--- src/rtl/bp_pkg.sv ---
// Shared types and helpers for the branch-history-table controller:
// counter encoding, controller states and the 2-bit saturating update.
package bp_pkg;

  localparam int IDX_W_DEF = 8;
  localparam int TAG_W_DEF = 22;

  typedef enum logic [1:0] {
    SNT = 2'b00,
    WNT = 2'b01,
    WT  = 2'b10,
    ST  = 2'b11
  } ctr_t;

  typedef enum logic {
    INIT = 1'b0,
    RUN  = 1'b1
  } state_t;

  function automatic ctr_t sat_update(input ctr_t ctr, input logic taken);
    ctr_t res;
    case (ctr)
      SNT:     res = taken ? WNT : SNT;
      WNT:     res = taken ? WT  : SNT;
      WT:      res = taken ? ST  : WNT;
      ST:      res = taken ? ST  : WT;
      default: res = WNT;
    endcase
    return res;
  endfunction

endpackage

--- src/rtl/bp_sat_cnt.sv ---
// 32-bit event counter that sticks at all-ones instead of wrapping.
module bp_sat_cnt (
  input  logic        clk,
  input  logic        rst,
  input  logic        inc,
  output logic [31:0] cnt
);

  logic [31:0] cnt_r;

  // Count increment events, holding at the maximum value
  always_ff @(posedge clk or posedge rst) begin
    if (rst) begin
      cnt_r <= 32'd0;
    end else if (inc && (cnt_r != 32'hFFFF_FFFF)) begin
      cnt_r <= cnt_r + 32'd1;
    end
  end

  assign cnt = cnt_r;

endmodule

--- src/rtl/bht_ctrl.sv ---
// BHT sequencing controller: init sweep, resolve-to-write conversion,
// misprediction flush/redirect and saturating performance counters.
module bht_ctrl
  import bp_pkg::*;
#(
  parameter int IDX_W = IDX_W_DEF,
  parameter int TAG_W = TAG_W_DEF
) (
  input  logic             clk,
  input  logic             rst,
  input  logic             bht_clear,
  input  logic             ex_valid,
  input  logic [31:0]      ex_pc,
  input  logic             ex_taken,
  input  logic [1:0]       ex_pred,
  input  logic [31:0]      ex_target,
  output logic             bht_write,
  output logic [IDX_W-1:0] bht_widx,
  output logic [TAG_W-1:0] bht_wtag,
  output logic [1:0]       bht_wctr,
  output logic             init_busy,
  output logic             flush,
  output logic [31:0]      redirect_pc,
  output logic [31:0]      br_count,
  output logic [31:0]      miss_count
);

  localparam logic [IDX_W-1:0] IDX_LAST = {IDX_W{1'b1}};
  localparam logic [IDX_W-1:0] IDX_ONE  = {{(IDX_W-1){1'b0}}, 1'b1};
  localparam logic [IDX_W-1:0] IDX_ZERO = {IDX_W{1'b0}};

  state_t           state_r, state_s;
  logic [IDX_W-1:0] init_idx_r, init_idx_s;
  logic             mispred_s;
  logic             wr_s;
  logic [IDX_W-1:0] widx_s;
  logic [TAG_W-1:0] wtag_s;
  logic [1:0]       wctr_s;
  logic [31:0]      redirect_s;
  logic             bht_write_r, init_busy_r, flush_r;
  logic [IDX_W-1:0] bht_widx_r;
  logic [TAG_W-1:0] bht_wtag_r;
  logic [1:0]       bht_wctr_r;
  logic [31:0]      redirect_pc_r;
  logic             pc_lsb_unused_s;

  assign pc_lsb_unused_s = ^ex_pc[1:0];
  assign mispred_s       = ex_valid & (ex_pred[1] != ex_taken);

  // Sweep sequencing: clear restarts the sweep from any state
  always_comb begin
    state_s    = state_r;
    init_idx_s = init_idx_r;
    if (bht_clear) begin
      state_s    = INIT;
      init_idx_s = IDX_ZERO;
    end else begin
      case (state_r)
        INIT: begin
          init_idx_s = init_idx_r + IDX_ONE;
          if (init_idx_r == IDX_LAST) begin
            state_s = RUN;
          end else begin
            state_s = INIT;
          end
        end
        RUN:     state_s = RUN;
        default: begin
          state_s    = INIT;
          init_idx_s = IDX_ZERO;
        end
      endcase
    end
  end

  // Write-port selection: clear, then sweep, then resolve; idle holds fields
  always_comb begin
    wr_s   = 1'b0;
    widx_s = bht_widx_r;
    wtag_s = bht_wtag_r;
    wctr_s = bht_wctr_r;
    if (bht_clear) begin
      wr_s = 1'b0;
    end else if (state_r == INIT) begin
      wr_s   = 1'b1;
      widx_s = init_idx_r;
      wtag_s = {TAG_W{1'b0}};
      wctr_s = WNT;
    end else if (ex_valid) begin
      wr_s   = 1'b1;
      widx_s = ex_pc[IDX_W+1:2];
      wtag_s = ex_pc[31:IDX_W+2];
      wctr_s = sat_update(ctr_t'(ex_pred), ex_taken);
    end else begin
      wr_s = 1'b0;
    end
  end

  // Restart address for a mispredicted branch
  always_comb begin
    redirect_s = redirect_pc_r;
    if (mispred_s) begin
      redirect_s = ex_taken ? ex_target : (ex_pc + 32'd4);
    end else begin
      redirect_s = redirect_pc_r;
    end
  end

  // State and output registers
  always_ff @(posedge clk or posedge rst) begin
    if (rst) begin
      state_r       <= INIT;
      init_idx_r    <= IDX_ZERO;
      bht_write_r   <= 1'b0;
      bht_widx_r    <= IDX_ZERO;
      bht_wtag_r    <= {TAG_W{1'b0}};
      bht_wctr_r    <= 2'b00;
      init_busy_r   <= 1'b1;
      flush_r       <= 1'b0;
      redirect_pc_r <= 32'd0;
    end else begin
      state_r       <= state_s;
      init_idx_r    <= init_idx_s;
      bht_write_r   <= wr_s;
      bht_widx_r    <= widx_s;
      bht_wtag_r    <= wtag_s;
      bht_wctr_r    <= wctr_s;
      init_busy_r   <= bht_clear | (state_r == INIT);
      flush_r       <= mispred_s;
      redirect_pc_r <= redirect_s;
    end
  end

  bp_sat_cnt u_br_cnt (
    .clk (clk),
    .rst (rst),
    .inc (ex_valid),
    .cnt (br_count)
  );

  bp_sat_cnt u_miss_cnt (
    .clk (clk),
    .rst (rst),
    .inc (mispred_s),
    .cnt (miss_count)
  );

  assign bht_write   = bht_write_r;
  assign bht_widx    = bht_widx_r;
  assign bht_wtag    = bht_wtag_r;
  assign bht_wctr    = bht_wctr_r;
  assign init_busy   = init_busy_r;
  assign flush       = flush_r;
  assign redirect_pc = redirect_pc_r;

endmodule

--- config.mk ---
export PLATFORM = sky130hd
export DESIGN_NAME = bht_ctrl
export DESIGN_NICKNAME = d
export VERILOG_FILES = /design/src/rtl/bp_pkg.sv /design/src/rtl/bp_sat_cnt.sv /design/src/rtl/bht_ctrl.sv
export SDC_FILE = /design/constraint.sdc
export NUM_CORES = 1
export LEC_CHECK = 0
export CELL_PAD_IN_SITES_DETAIL_PLACEMENT = 1
export CELL_PAD_IN_SITES_GLOBAL_PLACEMENT = 2
export CORE_MARGIN = 2
export CORE_UTILIZATION = 26
export DETAILED_ROUTE_END_ITERATION = 8
export GPL_ROUTABILITY_DRIVEN = 0
export PLACE_DENSITY_LB_ADDON = 0.1
export SYNTH_ARGS = -nofsm -noshare
export SYNTH_HDL_FRONTEND = slang
export SYNTH_SLANG_ARGS = --single-unit
--- constraint.sdc ---
create_clock -name clk -period 4.1 [get_ports clk]
set_input_delay 0.615 -clock clk [delete_from_list [all_inputs] [get_ports clk]]
set_output_delay 0.615 -clock clk [all_outputs]
set_load 0.1 [all_outputs]
# Word-level counts from Yosys, hierarchy flattened
# Cells that the tools add are included.
# classes
reduce_logical	4
bitwise	4
mux	20
eq_ne	9
n_addsub	4
# ops
op	count
$add A32 B1 Y32 const B	2
$ne A32 B32 Y1 const B	2
$mux W22	2
$add A32 B3 Y32 const B	1
$mux W32	1
$mux W8	4
$add A8 B1 Y8 const B	1
$eq A8 B8 Y1 const B	1
$mux W2	4
$pmux W2 S4	1
$mux W1	7
$eq A2 B2 Y1 const B	2
$ne A2 B2 Y1 const B	2
$eq A2 B1 Y1 const B	1
$logic_and A1 B1 Y1	2
$logic_not A2 Y1	1
$not A1 Y1	2
$pmux W1 S2	1
$reduce_and A2 Y1	1
$and A1 B1 Y1	1
$ne A1 B1 Y1	1
$or A1 B1 Y1	1
# totals
ff_bits	140
elab_cells	52
in_bits	71

# Logic depth before layout (Yosys ltp)
# logic_depth
word_depth	4
mapped_depth	7
mapped_depth_nobuf	6

# Hierarchy
# A second synthesis with hierarchy kept.
# hier_totals
cells_unflattened	659
hier_area_um2	6914.1
# by_module_without_submodules
mod	area_each_um2	instances	seq_area_each_um2	cells_each
bht_ctrl	3791.1	1	1903.1	381
bp_sat_cnt	1561.5	2	800.8	139

# Least setup slack after synthesis
# Ideal clock, no wire load.
# synth_timing
path_kind	reg2reg
startpoint	register u_miss_cnt.cnt_r[0], in the netlist u_miss_cnt.cnt[0]
endpoint	register u_miss_cnt.cnt_r[30], in the netlist u_miss_cnt.cnt[30]
stages_incl_launch_ff	7
slack_ps	1429
arrival_time_ps	2512
required_ps	3941
path_cell_list	dfrtp_1 ha_1 nand4_1 or4_4 nor3_4 nand4_1 xnor2_1
# synth_via
elab_chain_cells	2
word_cells_on_any_way	3
cone_classes	add/sub (1); eq/ne (1); reduce/logical (1)
# synth_lines
item	line_no	text
start, declared	bp_sat_cnt.sv:9	logic [31:0] cnt_r;
start signal, assigned	bp_sat_cnt.sv:16	cnt_r <= cnt_r + 32'd1;
branches (longest 2 deep; another with $add A32 B1 Y32)	n/a	
# Several ways; the timed one is not identified.
# A chain may end at the register's enable or synchronous reset.

# Worst setup path in the final report
# layout_timing
startpoint	register u_miss_cnt.cnt_r[3], in the netlist u_miss_cnt.cnt[3]
endpoint	output port miss_count[3]
# layout_rtl
item	line_no	text
end, declared	bht_ctrl.sv:25	output logic [31:0] miss_count
# No word-level cell between the ends.

==> summary.md <==
| Metric | Value |
|---|---|
| Root buf cell | `clkbuf_16` |
| # nets final | `940` |
| Final antenna-violating net count | `0` |
| Post-DR wirelength/cell | `19.0 um` |
| Cts bufs inserted | `17` |
| Post-CTS sizing | `0` |
| Largest net degree at the start of global routing | `89` |
| Ys async rst share | `1.00` |
| Peak VDD IR | `388 uV` |
| Min Tclk post-route | `2.74 ns` |
| Initial antenna violation count | `0` |
| Core Box Area | `25800 um2` |
| Met3 Track Usage GR | `0.0523` |
| Sequential fraction of the synthesis area | `0.516` |
| CP Launch Type | `register` |
| Worst Path Required | `3.48 ns` |
| Hold path depth | `2` |
| Synthesized area per cell | `10.1 um2` |
| DIE HEIGHT | `166 um` |
| Worst reg2reg setup slack | `1.66 ns` |
| CP max FO | `7` |
| Power Total | `4.99 mW` |
| CTS Buffer Depth | `2` |
| Sum of buffers and inverters on the critical path | `1` |
| DP HPWL | `16900 um` |
| Post-route DRC | `0` |
| Least-Margin Pin Slew | `1.07 ns` |
| Postcts setup bufs | `0` |
| Global-route wire length before repair | `36700 um` |
| Clk Latency, worst-skew pair | `0.42 ns` |
| Post-synth cell types | `47` |
| FF-to-FF Start | `u_br_cnt.cnt[24]` |
| Ratio of cells with drive above 1 in the final layout | `0.0581` |
| Pins Over Slew Limit | `0` |
| Clock H-tree levels | `4` |
| Worst-case reg-to-reg path depth | `5` |
| Synth Instances | `669` |
| Class of the worst hold path | `reg -> reg` |
| Hold path endpoint | `redirect_pc[3]` |
| Yosys reg bits | `140` |
| Clk slew on worst S/H paths | `0.07 ns` |
| Num rows | `59` |
| Critical Path AT | `2.12 ns` |
| Max Cap Viol | `0` |
| CP endpoint kind | `output port` |
| Period utilization | `0.668` |
| Routed vias | `5909` |
| Drt pass-1 iters | `4` |
| Vias/cell | `4.87` |
| Slew headroom | `0.281` |
| Overflow after GRT | `0` |
| Primary FF master, synth | `dfrtp_1` |
| Ant diodes | `0` |
| Crit-path leading delay family | `buffers and inverters` |
| Vias in the first global route | `6466` |
| Final Hold Fails | `0` |
| Clk_skew | `0.0116 ns` |
| RSZ-0062 raised after global routing | `false` |
| Critical-path cell list | `clkdlybuf4s50_1` |
| Reg2reg end | `u_br_cnt.cnt[1]` |
| Final setup viols | `0` |
| Number of flops mapped to enable cells by yosys | `0` |
| CTS tree | `yes` |
| Syn Nets | `744` |
| Die area | `27400 um2` |
| P_leak | `4.06 nW` |
| Max frequency | `365 MHz` |
| Slowest cell on the critical path | `clkdlybuf4s50_1` |
| Max incr delay on CP | `1.20 ns` |
| TNS Setup | `0 ns` |
| Post-Synthesis Cell Area | `6790 um2` |
| Status | `finished, final reports clean` |
| Port-buffer cells | `201` |
| Hold path startpoint | `redirect_pc[3]` |
| Hold_buf cts | `0` |
| Initial drt markers | `314` |
| Met2 Use GR | `0.286` |
| Sink Count | `140` |
| Yosys warning count | `0` |
| Routed WL | `23000 um` |
| Io pins | `202` |
| Die X-Extent | `166 um` |
| GR peak layer | `met2` |
| Total GRT Usage | `0.169` |
| Layout area overhead | `43.8%` |
| Met1 Use GR | `0.208` |
| Starting density of the core | `0.263` |
| Setup CP Type | `reg -> out` |
| PwrDens | `511 nW/um2` |
## report_power, final
part / total (mW) / internal, mW / leakage (nW) / switching (mW)
Combinational: 1.70 / 0.405 / 1.95 / 1.30
Clock: 1.61 / 0.966 / 0.289 / 0.640
Sequential: 1.68 / 1.52 / 1.82 / 0.158
Total: 4.99 / 2.89 / 4.06 / 2.10
## state kept, by name (all words and copies together), names as in the netlist
register,flops
init_idx_r,8
u_br_cnt.cnt,32
bht_write,1
state_r,1
init_busy,1
bht_wtag,22
bht_widx,8
bht_wctr,2
flush,1
u_miss_cnt.cnt,32
redirect_pc,32
## area by class of cell
cell class / instances / area [um2]
Clock buffer: 20 / 437
Clock inverter: 12 / 164
Fill cell: 2906 / 16100
Inverter: 13 / 52.6
Multi-Input combinational cell: 486 / 3120
Sequential cell: 140 / 3500
Tap cell: 335 / 419
Timing Repair Buffer: 207 / 2060
## cells in the mapped netlist (2+ instances only)
cell	count	share of area
a21o_1	3	0.0033
a21oi_1	22	0.016
a22o_1	23	0.030
a31oi_1	2	0.0018
and2_1	5	0.0046
and3_1	24	0.022
and4_1	11	0.014
buf_2	3	0.0022
clkbuf_1	25	0.014
dfrtp_1	139	0.51
ha_1	4	0.0074
inv_1	13	0.0072
mux2_2	2	0.0033
mux2i_1	13	0.019
nand2_1	56	0.031
nand2b_1	5	0.0046
nand3_1	40	0.029
nand4_1	27	0.025
nor2_1	43	0.024
nor2b_1	3	0.0028
nor3_1	17	0.013
nor3b_1	2	0.0022
nor4_1	18	0.017
o21ai_0	43	0.032
o22ai_1	3	0.0028
o31a_1	5	0.0064
o31ai_1	7	0.0077
or3_1	6	0.0055
or4_4	2	0.0033
xnor2_1	42	0.054
xor2_1	45	0.058
## how the worst max path moves through the flow
stage | depth (start not counted) | startpoint | endpoint
5_1_grt | 6 | ex_valid | redirect_pc[20]
3_5_place_dp | 5 | ex_valid | redirect_pc[16]
6_report | 1 | u_miss_cnt.cnt[3] | miss_count[3]
4_1_cts | 1 | u_miss_cnt.cnt[3] | miss_count[3]
2_1_floorplan | 6 | u_miss_cnt.cnt[0] | u_miss_cnt.cnt[30]
3_3_place_gp | 6 | ex_valid | redirect_pc[20]
## logic make-up (layout without fill, tap and decap cells)
logic type | count (synthesis) | in the layout | share of synthesized area
flops | 140 | 140 | 0.516
mux | 15 | 15 | 0.0225
compound gates | 114 | 114 | 0.107
simple gates | 266 | 266 | 0.210
fa+ha+maj | 4 | 4 | 0.00737
buf+inv | 43 | 252 | 0.0245
xor+xnor | 87 | 87 | 0.112
## cells in the final DEF (no fill, tap or decap), types with 17 or more instances in the layout
| master | n |
|---|---|
| o21ai_0 | 43 |
| nor4_1 | 18 |
| clkbuf_16 | 17 |
| nand3_1 | 40 |
| nand2_1 | 55 |
| nor3_1 | 17 |
| a22o_1 | 23 |
| and3_1 | 24 |
| xnor2_1 | 42 |
| xor2_1 | 45 |
| nor2_1 | 42 |
| clkdlybuf4s50_1 | 200 |
| nand4_1 | 27 |
| a21oi_1 | 22 |
| dfrtp_1 | 139 |
## layer usage
| metal | vias up | wire length, um |
|---|---|---|
| li1 | 2785 | - |
| met1 | 2977 | 9950 |
| met2 | 133 | 11400 |
| met3 | 14 | 1400 |
| met4 | 0 | 251 |
| met5 | - | 0 |
## worst register-to-register path, stage by stage (launching register included)
cell	delay (ns)
dfrtp_1	0.45
nand4_1	0.24
nor4_1	0.77
nand3_1	0.31
nand2_1	0.21
mux2_2	0.34
## through the flow
step / setup slack, ns / area, um2 / hold slack [ns] / util / instances
after floorplan: 1.43 / 6790 / 0.516 / - / 669
after global placement: 1.10 / 9170 / 0.461 / 0.355 / 1181
after detailed placement: 1.01 / 9170 / 0.475 / 0.355 / 1181
after CTS: 1.34 / 9770 / 0.493 / 0.378 / 1213
after global routing: 1.28 / 9770 / 0.514 / 0.378 / 1213
final: 1.36 / 9770 / 0.484 / 0.378 / 1213
(Power assumes the default switching activity.)
